--- config.mk ---
export PLATFORM = sky130hd
export DESIGN_NAME = dbb_ext_loader
export DESIGN_NICKNAME = d
export VERILOG_FILES = /design/src/rtl/dbb_ext_loader.sv
export SDC_FILE = /design/constraint.sdc
export NUM_CORES = 1
export LEC_CHECK = 0
export BUFFER_PORTS_ARGS = -buffer_cell sky130_fd_sc_hd__buf_2
export CAP_MARGIN = 30
export CELL_PAD_IN_SITES_DETAIL_PLACEMENT = 0
export CELL_PAD_IN_SITES_GLOBAL_PLACEMENT = 2
export CORE_AREA = 2 2 178 180
export CTS_BUF_LIST = sky130_fd_sc_hd__clkbuf_16
export CTS_CLUSTER_SIZE = 24
export DETAILED_ROUTE_END_ITERATION = 16
export DIE_AREA = 0 0 180 182
export GPL_TIMING_DRIVEN = 0
export PLACE_DENSITY_LB_ADDON = 0.1
export SLEW_MARGIN = 10
export SYNTH_ARGS = -nofsm -noshare
export SYNTH_HDL_FRONTEND = slang
export SYNTH_SLANG_ARGS = --single-unit
--- constraint.sdc ---
create_clock -name clk -period 4.5 [get_ports clk]
set_input_delay 0.9 -clock clk [delete_from_list [all_inputs] [get_ports clk]]
set_output_delay 0.9 -clock clk [all_outputs]
set_load 0.1 [all_outputs]
--- src/rtl/dbb_ext_loader.sv ---
// dbb_ext_loader
//   AXI4 master for the secondary (ext2dbb) port of the DBBIF DRAM model.
//   A host command moves N 64-bit words between a simple valid/ready stream
//   and DRAM. Each command is split into INCR bursts of at most MAX_BURST
//   beats that never cross a 4 KB page. done pulses once per command.
//
// Ports
//   clk, rst_n                         clock, asynchronous active-low reset
//   cmd_valid/ready/write/addr/beats   command request (write=1: stream -> DRAM)
//   wdat_valid/ready/data              write-data stream into the block
//   rdat_valid/ready/data/last         read-data stream out of the block
//   busy, done                         command in progress / completion pulse
//   m_aw*, m_w*, m_b*                  AXI write address, data, response
//   m_ar*, m_r*                        AXI read address, data
module dbb_ext_loader #(
  parameter int          ADDR_WIDTH = 32,
  parameter int          DATA_WIDTH = 64,
  parameter int          MAX_BURST  = 16,
  parameter logic [7:0]  AXI_ID     = 8'h01
) (
  input  logic                    clk,
  input  logic                    rst_n,
  input  logic                    cmd_valid,
  output logic                    cmd_ready,
  input  logic                    cmd_write,
  input  logic [ADDR_WIDTH-1:0]   cmd_addr,
  input  logic [15:0]             cmd_beats,
  input  logic                    wdat_valid,
  output logic                    wdat_ready,
  input  logic [DATA_WIDTH-1:0]   wdat_data,
  output logic                    rdat_valid,
  input  logic                    rdat_ready,
  output logic [DATA_WIDTH-1:0]   rdat_data,
  output logic                    rdat_last,
  output logic                    busy,
  output logic                    done,
  output logic                    m_awvalid,
  input  logic                    m_awready,
  output logic [7:0]              m_awlen,
  output logic [2:0]              m_awsize,
  output logic [1:0]              m_awburst,
  output logic [ADDR_WIDTH-1:0]   m_awaddr,
  output logic [7:0]              m_awid,
  output logic                    m_wvalid,
  input  logic                    m_wready,
  output logic [DATA_WIDTH-1:0]   m_wdata,
  output logic                    m_wlast,
  output logic [DATA_WIDTH/8-1:0] m_wstrb,
  input  logic                    m_bvalid,
  output logic                    m_bready,
  input  logic [7:0]              m_bid,
  output logic                    m_arvalid,
  input  logic                    m_arready,
  output logic [7:0]              m_arlen,
  output logic [2:0]              m_arsize,
  output logic [1:0]              m_arburst,
  output logic [ADDR_WIDTH-1:0]   m_araddr,
  output logic [7:0]              m_arid,
  input  logic                    m_rvalid,
  output logic                    m_rready,
  input  logic                    m_rlast,
  input  logic [DATA_WIDTH-1:0]   m_rdata,
  input  logic [7:0]              m_rid
);

  typedef enum logic [2:0] {
    S_IDLE, S_CALC, S_AW, S_W, S_B, S_AR, S_R, S_DONE
  } state_t;

  state_t                  state;
  logic [ADDR_WIDTH-1:0]   addr;
  logic [15:0]             remaining;
  logic [8:0]              blen;
  logic [8:0]              beat;
  logic                    dir;
  logic                    alive;   // keeps cmd_ready low while reset is held
  logic                    done_r;

  // Burst length candidate: limited by what is left, by MAX_BURST and by the
  // room left in the current 4 KB page (addr is always 8-byte aligned).
  logic [9:0]  page_room;
  logic [15:0] lim;
  logic [8:0]  blen_calc;

  always_comb begin
    page_room = 10'd512 - {1'b0, addr[11:3]};
    lim       = remaining;
    if (lim > 16'(MAX_BURST)) lim = 16'(MAX_BURST);
    if (lim > {6'd0, page_room}) lim = {6'd0, page_room};
    blen_calc = lim[8:0];
  end

  logic [8:0]            blen_m1;
  logic                  w_last_beat;
  logic                  w_hs;
  logic                  r_hs;
  logic                  final_burst;
  logic [ADDR_WIDTH-1:0] addr_step;

  assign blen_m1     = blen - 9'd1;
  assign w_last_beat = (beat == blen_m1);
  assign w_hs        = (state == S_W) && wdat_valid && m_wready;
  assign r_hs        = (state == S_R) && m_rvalid && rdat_ready;
  assign final_burst = (remaining == {7'd0, blen});
  assign addr_step   = {{(ADDR_WIDTH-12){1'b0}}, blen, 3'b000};

  always_ff @(posedge clk or negedge rst_n) begin
    if (!rst_n) begin
      state     <= S_IDLE;
      addr      <= '0;
      remaining <= '0;
      blen      <= '0;
      beat      <= '0;
      dir       <= 1'b0;
      alive     <= 1'b0;
      done_r    <= 1'b0;
    end else begin
      alive  <= 1'b1;
      done_r <= (state == S_DONE);
      case (state)
        S_IDLE: begin
          if (cmd_valid && cmd_ready) begin
            addr      <= {cmd_addr[ADDR_WIDTH-1:3], 3'b000};
            remaining <= cmd_beats;
            dir       <= cmd_write;
            state     <= (cmd_beats == 16'd0) ? S_DONE : S_CALC;
          end
        end
        S_CALC: begin
          blen  <= blen_calc;
          state <= dir ? S_AW : S_AR;
        end
        S_AW: begin
          if (m_awready) begin
            beat  <= '0;
            state <= S_W;
          end
        end
        S_W: begin
          if (w_hs) begin
            beat <= beat + 9'd1;
            if (w_last_beat) state <= S_B;
          end
        end
        S_B: begin
          if (m_bvalid) begin
            addr      <= addr + addr_step;
            remaining <= remaining - {7'd0, blen};
            state     <= final_burst ? S_DONE : S_CALC;
          end
        end
        S_AR: begin
          if (m_arready) state <= S_R;
        end
        S_R: begin
          if (r_hs && m_rlast) begin
            addr      <= addr + addr_step;
            remaining <= remaining - {7'd0, blen};
            state     <= final_burst ? S_DONE : S_CALC;
          end
        end
        S_DONE:  state <= S_IDLE;
        default: state <= S_IDLE;
      endcase
    end
  end

  assign cmd_ready = alive && (state == S_IDLE);
  assign busy      = (state != S_IDLE);
  assign done      = done_r;

  assign m_awvalid = (state == S_AW);
  assign m_awaddr  = addr;
  assign m_awlen   = blen_m1[7:0];
  assign m_awsize  = 3'd3;
  assign m_awburst = 2'b01;
  assign m_awid    = AXI_ID;

  // W and R are straight passthroughs gated by the FSM state.
  assign m_wvalid   = (state == S_W) && wdat_valid;
  assign wdat_ready = (state == S_W) && m_wready;
  assign m_wdata    = wdat_data;
  assign m_wlast    = (state == S_W) && w_last_beat;
  assign m_wstrb    = '1;
  assign m_bready   = (state == S_B);

  assign m_arvalid = (state == S_AR);
  assign m_araddr  = addr;
  assign m_arlen   = blen_m1[7:0];
  assign m_arsize  = 3'd3;
  assign m_arburst = 2'b01;
  assign m_arid    = AXI_ID;

  assign rdat_valid = (state == S_R) && m_rvalid;
  assign m_rready   = (state == S_R) && rdat_ready;
  assign rdat_data  = m_rdata;
  assign rdat_last  = (state == S_R) && m_rlast && final_burst;

  // Response IDs and the sub-word address bits carry no information here.
  logic unused_ok;
  assign unused_ok = ^{m_bid, m_rid, cmd_addr[2:0], lim[15:9], blen_m1[8]};

endmodule
### After elaboration in Yosys (flattened, before gate mapping)

Cells that the tools add are included.

| operators by class | value |
|---|---|
| $add $sub $neg | 5 |
| magnitude comparators | 2 |
| equality and inequality tests | 16 |
| muxes and demuxes | 24 |
| reduce and logical (&&, ||, !) cells | 21 |

Operator list:

| cell | number |
|---|---|
| $mux W32 | 3 |
| $pmux W32 S3 | 1 |
| $mux W16 | 4 |
| $pmux W16 S3 | 1 |
| $add A32 B12 Y32 | 1 |
| $mux W3 | 10 |
| $mux W9 | 3 |
| $pmux W3 S8 | 1 |
| $pmux W9 S2 | 1 |
| $eq A16 B9 Y1 | 1 |
| $gt A16 B10 Y1 | 1 |
| $gt A16 B5 Y1 const B | 1 |
| $logic_not A16 Y1 | 1 |
| $sub A16 B9 Y16 | 1 |
| $eq A3 B3 Y1 const B | 4 |
| $logic_and A1 B1 Y1 | 12 |
| $sub A10 B9 Y10 const A | 1 |
| $add A9 B1 Y9 const B | 1 |
| $eq A9 B9 Y1 | 1 |
| $sub A9 B1 Y9 const B | 1 |
| $ne A2 B2 Y1 const B | 4 |
| $reduce_and A7 Y1 | 1 |
| $eq A3 B2 Y1 const B | 2 |
| $ne A2 B1 Y1 const B | 3 |
| other kinds (7) | 8 |

| storage, ports and cells | value |
|---|---|
| bits in registers | 72 |
| input bits | 204 |
| output and inout port bits | 254 |
| word-level logic and storage cells | 76 |

### Depth between registers and ports, before layout

| depth | value |
|---|---|
| word-level depth | 6 |
| gate-level depth with buffers | 14 |

### Worst setup path after synthesis

No wires, ideal clock.

| path | value |
|---|---|
| path type | flip-flop to output port |
| start | reg blen[0] |
| end | out m_wlast |
| data arrival time | 6.425 ns |
| data required time | 3.600 ns |
| setup slack | -2.825 ns |
| stages on the path, launching flop included | 8 |
| cells stage by stage | dfrtp_1 > inv_1 > ha_1 > xor2_1 > and2_1 > o211a_1 > o2111ai_1 > nor4_1 |

| on the way | value |
|---|---|
| word-level cells in the longest chain between the ends | 3 |

Ends and longest elaborated chain:

| element | RTL line | RTL |
|---|---|---|
| from (decl) | 73 | `logic [8:0] blen;` |
| from (signal assigned) | 130 | `blen <= blen_calc;` |
| $sub A9 B1 Y9 | 100 | `assign blen_m1 = blen - 9'd1;` |
| via m_arlen[0] | 54 | `output logic [7:0] m_arlen,` |
| $eq A9 B9 Y1 | 101 | `assign w_last_beat = (beat == blen_m1);` |
| $logic_and A1 B1 Y1 | 183 | `assign m_wlast = (state == S_W) && w_last_beat;` |
| to (decl) | 47 | `output logic m_wlast,` |

The timed path passes the listed nets, and every way through them passes these cells.

### Worst setup path in the final report

| path | value |
|---|---|
| start | reg state[0] |
| end | out rdat_valid |

| on the way | value |
|---|---|
| word-level cells in the longest chain between the ends | 2 |

Ends and longest elaborated chain:

| element | RTL line | RTL |
|---|---|---|
| from (decl) | 70 | `state_t state;` |
| from (signal assigned) | 126 | `state <= (cmd_beats == 16'd0) ? S_DONE : S_CALC;` |
| from (signal assigned) | 131 | `state <= dir ? S_AW : S_AR;` |
| from (signal assigned) | 149 | `state <= final_burst ? S_DONE : S_CALC;` |
| $eq A3 B3 Y1 | 194 | `assign rdat_valid = (state == S_R) && m_rvalid;` |
| $logic_and A1 B1 Y1 | 194 |  |
| to (decl) | 31 | `output logic rdat_valid,` |

Every way passes these cells.

==> impl_metrics.py <==
metrics = {
    "final_layout": {
        "fillers": 3416,
        "seq_area_um2": 1730,
        "syn2layout_area_growth_pct": 34.3,
        "drive_above_1_share_pct": 42.8,
        "n_antenna_cell": 0,
        "final_nets": 1427,
        "multi_input_area_um2": 3630,
    },
    "setup_path": {
        "critPathSlowestCell": "clkbuf_1",
        "r2r_cells": 12,
        "path_buf_inv": 3,
        "r2r-end": "blen[4]",
        "crit_cells": 5,
        "worstSetupStartpoint": "state[0]",
        "startpoint_type": "register",
        "cp_cell_sequence": "nor2b_1 -> clkbuf_1 -> clkbuf_1 -> and3_1 -> buf_2",
        "cp_top_family": "buffers and inverters",
        "crit_end": "rdat_valid",
        "crit_arrival_ps": 3050,
        "path_class": "reg2out",
        "end_kind": "output port",
        "rrSetupSlack_ps": 1020,
        "r2r_start": "m_araddr[7]",
        "cp_max_fo": 10,
        "worst_path_most_repeated_cell": "clkbuf_1",
        "critPathRequiredTime_ps": 3600,
        "cp_slowest_stage_delay_ps": 750,
    },
    "logic_synthesis": {
        "ys_warn_count": 0,
        "muxShareOfSynthArea_pct": 1.83,
        "synth.distinct_cells": 73,
        "avgSynthCellArea_um2": 7.98,
        "synthAdderAreaFrac_pct": 6.20,
        "synth-async-reset-ratio_pct": 100,
        "synthCells": 864,
        "synth-seq-cells": 69,
        "synth-xor-area-share_pct": 4.52,
        "ys.flop_type": "dfrtp_1",
        "yosysSeqAreaShare_pct": 25.0,
        "netlist_area_um2": 6900,
        "synth_top_family_by_area": "buffers and inverters",
        "synth_edf_count": 0,
        "synthSimpleGateAreaFrac_pct": 20.3,
        "synth_compound_area_share_pct": 16.2,
    },
    "timing": {
        "fin_worst_skew_ps": 8.51,
        "slew_violations": 0,
        "grt_setup_unrepaired": "false",
        "setup_violations": 0,
        "finalCriticalPeriod_ps": 3950,
        "tightestPinTransition_ps": 916,
        "slew_headroom_pct": 38.9,
        "hold_violations": 0,
        "holdWs_ps": 496,
        "max_freq_mhz": 253,
        "fin_crit_sh_pct": 87.8,
    },
    "cts": {
        "cts_sinks": 69,
        "htreeDepth": 3,
        "cts_hold_buf": 0,
        "cts_tree": "yes",
        "clkSlewWorstSetupHoldPaths_ps": 60,
        "cts_setup_buffers": 0,
        "clock-root-buffer": "clkbuf_16",
        "insertion_delay_ps": 350,
        "cts_buffers": 9,
        "cts-resized-gates": 0,
        "cts_buffer_depth": 2,
    },
    "global_route": {
        "grt_pass1_vias": 6890,
        "grt.met1_usage_pct": 19.6,
        "grt_pass1_wl_mm": 40.9,
        "use_met2_pct": 29.9,
        "track_usage_pct": 16.2,
        "overflow": 0,
        "use_met3_pct": 2.59,
        "top_usage_layer": "met2",
        "grt_max_degree": 42,
        "antenna_found_initial": 1,
    },
    "die": {
        "initial_core_util_pct": 22.3,
        "pin_count": 458,
        "fp.dieW_um": 180,
        "die-area_um2": 32800,
        "coreArea_um2": 31000,
        "die_height_um": 182,
        "rows": 65,
    },
    "run_status": {
        "outcome": "complete, no violations",
    },
    "hold_path": {
        "hp-class": "in2async",
    },
    "placement": {
        "dp_hpwl_mm": 21.8,
        "port_buffers": 270,
        "place.gp.congestion": 0.782,
    },
    "routing": {
        "post_drt_wl_per_cell_um": 17.1,
        "dr.pass1.iters": 4,
        "vias_per_cell": 4.27,
        "vias": 6813,
        "drc_errors": 0,
        "first_iter_violations": 270,
        "wl_mm": 27.2,
        "ant_nets": 0,
    },
    "run": {
        "drv_cap": 0,
    },
}
area by class of cell:
class	count	area share, %
well taps	402	5.43
inverters	29	1.17
repair buffers	271	14.9
flip-flops and latches	69	18.6
multi-input cells	572	39.1
clock inverters	7	0.284
clock buffers	9	2.43
plain buffers	238	18.0
registers in the layout, indices dropped and copies added, names as in the netlist:
signal,cells
m_araddr,29
remaining,16
beat,9
blen,9
state,3
alive,1
dir,1
done,1
synth_stat cells (4+ instances only):
cell      number  area share [%]
nand3_1       17             1.2
nand2_1       84             4.6
inv_1         29             1.6
o31ai_1        6            0.65
a31oi_1       12             1.1
nand4_1       10            0.91
a21oi_1       45             3.3
nor4_1        13             1.2
o22ai_1        6            0.54
buf_2          4            0.29
and3_1        11             1.0
buf_1          5            0.27
a21o_1         5            0.54
o211ai_1      11             1.2
a211oi_1       7            0.76
clkbuf_1      24             1.3
nor2_1        60             3.3
a22oi_1        4            0.44
nor2b_1       10            0.91
nor3b_1        5            0.54
or3_1          8            0.73
mux2i_1        7             1.0
dfrtp_1       69              25
xor2_1        14             1.8
a211o_1        4            0.51
nand2b_1       7            0.63
buf_4        205              22
and2_1         6            0.54
ha_1          31             5.6
o21ai_0       29             2.1
a311oi_1       5            0.63
nor3_1        32             2.3
xnor2_1       19             2.4
cells in the final DEF, fill, tap and decap left out, types with 4 or more instances in the layout:
| master | instances |
|---|---|
| nor2b_1 | 10 |
| buf_4 | 206 |
| clkbuf_16 | 9 |
| nand2b_1 | 7 |
| clkbuf_1 | 24 |
| o211ai_1 | 11 |
| ha_1 | 31 |
| xnor2_1 | 16 |
| nor4_1 | 12 |
| buf_1 | 5 |
| o21ai_0 | 29 |
| a311oi_1 | 5 |
| or3_1 | 8 |
| a31oi_1 | 12 |
| o22ai_1 | 6 |
| conb_1 | 46 |
| buf_2 | 273 |
| inv_1 | 32 |
| a21o_1 | 5 |
| nand2_1 | 84 |
| clkinv_1 | 4 |
| and3_1 | 11 |
| and2_1 | 6 |
| dfrtp_1 | 69 |
| o31ai_1 | 6 |
| a211oi_1 | 7 |
| nand4_1 | 10 |
| nand3_1 | 17 |
| nor3_1 | 32 |
| a21oi_1 | 45 |
| nor3b_1 | 5 |
| mux2i_1 | 7 |
| xor2_1 | 13 |
| nor2_1 | 60 |
| a211o_1 | 4 |
| a22oi_1 | 4 |
cell families after synthesis:
kind of cell,Yosys count
buffers and inverters,267
adder cells (fa/ha/maj),33
AO/OA/AOI/OAI,169
other,2
AND/OR/NAND/NOR,278
XOR/XNOR,34
multiplexers,12
flip-flops,69
through the flow:
step | std cells | setup slack [ps] | cell area (um2) | TNS (ps) | util (%)
CTS | 1597 | 466 | 9270 | 0 | 29.9
global placement | 1580 | 869 | 8980 | 0 | 29.0
global route | 1597 | 305 | 9270 | 0 | 29.9
finish | 1597 | 547 | 9270 | 0 | 29.9
floorplan | 908 | -184 | 7130 | -184 | -
detailed placement | 1581 | 851 | 9010 | 0 | 29.1
metal layers:
metal  wire, um  vias up
met5         11        -
met4        280        2
met3       1300       15
met2      14200      234
met1      11400     3142
li1           -     3420
worst min path at each step:
| stage | end | slack (ps) |
|---|---|---|
| after floorplan | dir | 450 |
| after global placement | remaining[2] | 510 |
| after detailed placement | remaining[2] | 510 |
| after CTS | blen[8] | 510 |
| after global routing | blen[8] | 520 |
| final | blen[8] | 500 |
Power is not shown: default switching activity piles up to over one toggle a cycle in this logic, so the estimate is an artifact.
